<file path="config.mk">
export PLATFORM = sky130hd
export DESIGN_NAME = loop_trace_capture
export DESIGN_NICKNAME = d
export VERILOG_FILES = /design/src/rtl/loop_trace_capture.sv
export SDC_FILE = /design/constraint.sdc
export NUM_CORES = 1
export LEC_CHECK = 0
export CORE_MARGIN = 2
export CORE_UTILIZATION = 30
export CTS_BUF_LIST = sky130_fd_sc_hd__clkbuf_4
export CTS_CLUSTER_DIAMETER = 80
export DETAILED_ROUTE_END_ITERATION = 6
export PLACE_DENSITY = 0.45
export SETUP_SLACK_MARGIN = 0.15
export SLEW_MARGIN = 20
export SYNTH_ARGS = -nofsm -noshare
export SYNTH_HDL_FRONTEND = slang
export SYNTH_SLANG_ARGS = --single-unit
</file>
<file path="constraint.sdc">
create_clock -name clk -period 6.2 [get_ports clk]
set_input_delay 0.62 -clock clk [delete_from_list [all_inputs] [get_ports clk]]
set_output_delay 0.62 -clock clk [all_outputs]
set_load 0.005 [all_outputs]
</file>
<file path="src/rtl/loop_trace_capture.sv">
// Monitor for the nested-loop sequencer: captures outer-loop events into a
// first-word fall-through FIFO and checks event values and per-round counts.
module loop_trace_capture #(
  parameter int STEP    = 10,
  parameter int OUTER_N = 10,
  parameter int DEPTH   = 16,
  parameter int AW      = 4
) (
  input  logic          clk,
  input  logic          rst,
  input  logic [7:0]    c1,
  input  logic [7:0]    act2,
  input  logic [1:0]    i,
  output logic          ev_valid,
  input  logic          ev_ready,
  output logic [11:0]   ev_data,
  output logic          round_done,
  output logic [7:0]    round_cnt,
  output logic          err,
  output logic          ovf,
  output logic [AW:0]   level
);

  typedef struct packed {
    logic [3:0] idx;
    logic [7:0] val;
  } ev_entry_t;

  logic [7:0]    k;
  logic [7:0]    nxt;
  logic [1:0]    i_q;
  logic [AW-1:0] wr_ptr;
  logic [AW-1:0] rd_ptr;
  ev_entry_t     mem [DEPTH];

  logic      ev;
  logic      round_end;
  logic      full;
  logic      pop;
  logic      push;
  ev_entry_t wr_entry;

  // nxt always equals k*STEP, so it doubles as the expected captured value
  assign ev        = (i == 2'd0) && (c1 == nxt) && (k < 8'(OUTER_N));
  assign round_end = (i_q == 2'd0) && (i == 2'd1);
  assign full      = (level == (AW+1)'(DEPTH));
  assign ev_valid  = (level != '0);
  assign pop       = ev_valid && ev_ready;
  assign push      = ev && (!full || pop);
  assign wr_entry  = '{idx: k[3:0], val: act2};
  assign ev_data   = ev_valid ? mem[rd_ptr] : '0;

  always_ff @(posedge clk) begin
    if (push) mem[wr_ptr] <= wr_entry;
  end

  always_ff @(posedge clk) begin
    if (rst) begin
      k          <= '0;
      nxt        <= '0;
      i_q        <= '0;
      wr_ptr     <= '0;
      rd_ptr     <= '0;
      level      <= '0;
      round_done <= 1'b0;
      round_cnt  <= '0;
      err        <= 1'b0;
      ovf        <= 1'b0;
    end else begin
      i_q        <= i;
      round_done <= round_end;
      if (ev) begin
        k   <= k + 8'd1;
        nxt <= nxt + 8'(STEP);
        if (act2 != nxt) err <= 1'b1;
        if (full && !pop) ovf <= 1'b1;
      end else if (round_end) begin
        k         <= '0;
        nxt       <= '0;
        round_cnt <= round_cnt + 8'd1;
        if (k != 8'(OUTER_N)) err <= 1'b1;
      end
      if (push) wr_ptr <= wr_ptr + 1'b1;
      if (pop)  rd_ptr <= rd_ptr + 1'b1;
      case ({push, pop})
        2'b10:   level <= level + 1'b1;
        2'b01:   level <= level - 1'b1;
        default: level <= level;
      endcase
    end
  end

endmodule

</file>
* Word-level counts from Yosys, hierarchy flattened
Memory sizes are Yosys's and may differ from the RTL's. A register that Yosys moved wholly into a read port is not among the register bits.
Index checks and enable logic that the tools add are counted.
** Operators by class
- $add $sub $neg :: 7
- $lt $le $gt $ge :: 1
- Equality and inequality tests :: 8
- Mux-type cells :: 13
- Bitwise gates (word level) :: 1
- Reduce and logical (&&, ||, !) cells :: 18
** Operators by type and width (number)
- $mux 8 :: 3
- $add 8x1->8 const B :: 2
- $mux 12 :: 1
- $pmux 5 s2 :: 1
- $add 4x1->4 const B :: 2
- $add 8x4->8 const B :: 1
- $eq 8x8->1 :: 1
- $lt 8x4->1 const B :: 1
- $mux 4 :: 2
- $ne 8x4->1 const B :: 1
- $ne 8x8->1 :: 1
- $logic_and 1x1->1 :: 6
- $mux 1 :: 6
- $reduce_bool 2->1 :: 3
- $add 5x1->5 const B :: 1
- $eq 5x5->1 const B :: 1
- $reduce_bool 5->1 :: 1
- $sub 5x1->5 const B :: 1
- $eq 2x1->1 const B :: 2
- $logic_not 2->1 :: 2
- $reduce_and 2->1 :: 2
- $reduce_and 3->1 :: 1
- $eq 2x2->1 const B :: 1
- $logic_not 1->1 :: 2
- 3 further kinds :: 3
** Word-level totals
- Register bits :: 42
- Bits in writable memories :: 192
- Memories kept :: 1
** Memories
- mem :: depth 16, width 12, rd ports 1, clocked after Yosys merged registers in 1, wr ports 1, RTL line 34 : ev_entry_t mem [DEPTH];

* Longest topological paths before layout
- Depth after elaboration :: 6
- Depth in mapped cells :: 11
- Depth with buffers taken out :: 10

* Least setup slack after synthesis
No wires, ideal clock.
- Path type :: input-to-reg
- From :: input i[0]
- To :: register level[4]
- Library setup time :: 123 ps
- Arrival time :: 2867 ps
- Slack :: 3209 ps
- Stages :: 11
- Buffers on the path :: 1
- Cell sequence :: nor3_1 > nand4_4 > nor3_1 > clkbuf_1 > nor2_1 > xor2_1 > ha_1 > o31a_1 > nor3_1 > mux2i_1 > mux2_1
** On the way
- Word-level cells in the longest chain between the ends :: 6
- Elaborated cells on any way between the ends :: 8
** Ends and longest elaborated chain
- start: declaration :: RTL line 13 : input logic [1:0] i,
- $logic_not 2->1 * :: RTL line 44 : assign ev = (i == 2'd0) && (c1 == nxt) && (k < 8'(OUTER_N));
- $logic_and 1x1->1 * (2 in a row) :: RTL line 44
- $logic_and 1x1->1 * :: RTL line 49 : assign push = ev && (!full || pop);
- $eq 2x1->1 / $eq 2x2->1 (equally long branches) :: RTL line 85 : case ({push, pop})
- $pmux 5 s2 / $reduce_bool 2->1 (equally long branches)
- end signal: assignment :: RTL line 86 : 2'b10: level <= level + 1'b1;
- end signal: assignment :: RTL line 87 : 2'b01: level <= level - 1'b1;
- end signal: assignment :: RTL line 88 : default: level <= level;
- end: declaration :: RTL line 21 : output logic [AW:0] level
Mark *: on every way between the ends. The rest lies on a longest branch, timed or not.
A chain may end at the register's enable or synchronous reset.

==> flow_summary.toml <==
[sta]
timing.fmax_ghz = 0.2596
finalCriticalPeriod_ns = 3.853
rsz0062_at_grt = "no"
finalSetupTns_ns = 0
maxSlewHeadroom_pct = 28.44
worst_hold_slack_ns = 0.4854
setup_viol = 0
hold_viol = 0
worstMarginPinSlew_ns = 1.069
slew_violations = 0
fin_crit_sh_pct = 62.14
finClkSkew_ns = 0.04342

[global_routing]
grt_util_all_layers_pct = 13.65
grt-ovfl-total = 0
grt_max_degree = 49
grt_pass1_wl_mm = 33.51
antenna_found_initial = 1
grt_pass1_vias = 5489

[setup_path]
startpoint_type = "register"
path_max_fanout = 35
rr_worst_depth = 5
rr_startpoint = "k[1]"
cp_data_arrival_time_ns = 3.23
required_ns = 5.58
regToRegEndpoint = "mem[13][1]"
reg2reg_setup_slack_ns = 2.58
critPathKind = "reg2out"
cp-end-kind = "output pin"

[logic_synthesis]
yosys_warnings = 0
async_flop_share_pct = 0
synth_edf_count = 192
syn_nets = 570
synth.distinct_cells = 46
syn-instance-count = 538
ys.flop_type = "edfxtp_1"
ys_ff_latch = 237
ys_seq_area_share_pct = 69.61
syn-cell-area_um2 = 9577
avgSynthCellArea_um2 = 17.80

[clock_tree]
path_clk_slew_ns = 0.06
htree_levels = 3
root_buffer = "clkbuf_4"
ctsResizeCount = 0
cts_max_path_buffers = 3
post_cts_buffers = 0
insertion_delay_ns = 0.67
ctsHoldBuffers = 0
numCtsBuffers = 66
cts_tree = "built"
cts.sinks = 237

[min_path]
hp-start = "ovf"
hold_end = "ovf"
whs_path_depth = 2
hp-class = "reg2reg"

[detailed_routing]
wire_per_inst_um = 20.15
dr_total_vias = 5203
initialDrtViolationCount = 273
drt-total-wl_mm = 21.96
drt_first_pass_iters = 4
antenna_left = 0
vias_per_cell = 4.773
drc = 0

[placement]
dpl.hpwl_mm = 13.68
gp_congestion = 0.7773
place_inst = 977
io_buffers = 49

[finish]
nNetsFinal = 676
layout-drive-gt1-share_pct = 27.22
regArea_um2 = 6673
multi_input_area_um2 = 2793
final_common_cell = "edfxtp_1"
layout_common_cells = "edfxtp_1, clkbuf_4, mux4_2"
area.growth.synth_to_final_pct = 19.60
fillers = 2988
finalNonFillerCells = 1090
final_util_pct = 36.39

[die]
start_util_pct = 30.43
die_w_um = 182.7
floorplan.rows = 65
ios = 50
core_um2 = 31470
dieArea_um2 = 33370
die_y_um = 182.7

[pwr]
power_density_nw_per_um2 = 346.7
power.leakage_nw = 3.739
vdd_drop_max_v = 0.0001741

[job]
maxCapViolCount = 0

[outcome]
status = "complete, no violations"
## cells by family (layout without fill, tap and decap cells)
| kind of cell | Yosys count | after routing | share of synthesized area (%) |
|---|---|---|---|
| DFF | 237 | 237 | 69.61 |
| and+or+nand+nor | 127 | 127 | 7.656 |
| muxes | 70 | 70 | 15.21 |
| xor gates and xnor gates | 32 | 32 | 2.927 |
| buffers and inverters | 31 | 180 | 1.280 |
| AOI/OAI and AO/OA | 30 | 30 | 1.881 |
| adders and majority gates | 11 | 11 | 1.437 |
| other | 0 | 1 | 0 |
## worst max path at each step
stage                         from  slack [ns]          to
after detailed placement      i[0]        2.18  mem[12][5]
after global placement        i[0]        2.32  mem[13][4]
after floorplan               i[0]        3.21    level[4]
after global routing      register        2.15  ev_data[7]
after CTS                 register        1.99  ev_data[0]
final                     register        2.35  ev_data[6]
## area by class of cell
| class | instances | share of cell area, % |
|---|---|---|
| sequential | 237 | 58.26 |
| multi-input combinational | 270 | 24.38 |
| clock buffer | 97 | 6.358 |
| timing repair buffer | 59 | 5.113 |
| tap | 402 | 4.392 |
| clock inverter | 14 | 1.147 |
| inverter | 10 | 0.3277 |
| antenna | 1 | 0.02185 |
## critical path: stages, from the launching register on
cell             delay (ns)
dfxtp_4                0.55
buf_16                 0.32
mux4_2                 0.61
mux4_2                 0.48
nor2b_1                0.14
clkdlybuf4s50_1        0.45
## synth_stat cells (6+ instances only)
library cell	number	area share [%]
a21oi_1	13	0.68
and2_1	16	1.0
clkbuf_1	13	0.51
dfxtp_1	45	9.4
edfxtp_1	192	60
ha_1	11	1.4
inv_1	10	0.39
mux2i_1	6	0.63
mux4_2	60	14
nand2_1	13	0.51
nand3_1	8	0.42
nor2_1	34	1.3
nor2b_1	16	1.0
xnor2_1	20	1.8
xor2_1	12	1.1
## per-stage QoR
stage / setup WS, ns / cell area [µm²] / total power [mW]
3_3_place_gp: 2.317 / 10560 / 2.542
5_1_grt: 2.147 / 11450 / 4.191
3_5_place_dp: 2.175 / 10560 / 2.543
4_1_cts: 1.988 / 11420 / 4.034
6_report: 2.347 / 11450 / 3.971
2_1_floorplan: 3.209 / 9577 / 2.226
## power by group
part	switching, mW	leakage (nW)	total, mW	internal, mW
clock	0.632	0.514	1.47	0.836
combinational	0.335	1.08	0.724	0.389
sequential	0.0456	2.15	1.78	1.73
total	1.01	3.74	3.97	2.96
## flip-flops by register name, indices dropped and copies added (netlist names), named ones only
signal and count:
k 8, ovf 1, err 1, level 5, rd_ptr 4, mem 192
i_q 2, round_done 1, round_cnt 8, nxt 7, wr_ptr 4
## per-layer routing
metal | global-route usage (%) | part of all wire, %
met5 | 0 | 0
met4 | 5.194 | 2.1
met1 | 18.01 | 45
met3 | 3.911 | 5.4
met2 | 21.38 | 48
Note: power is estimated with default switching activity, not from simulation.
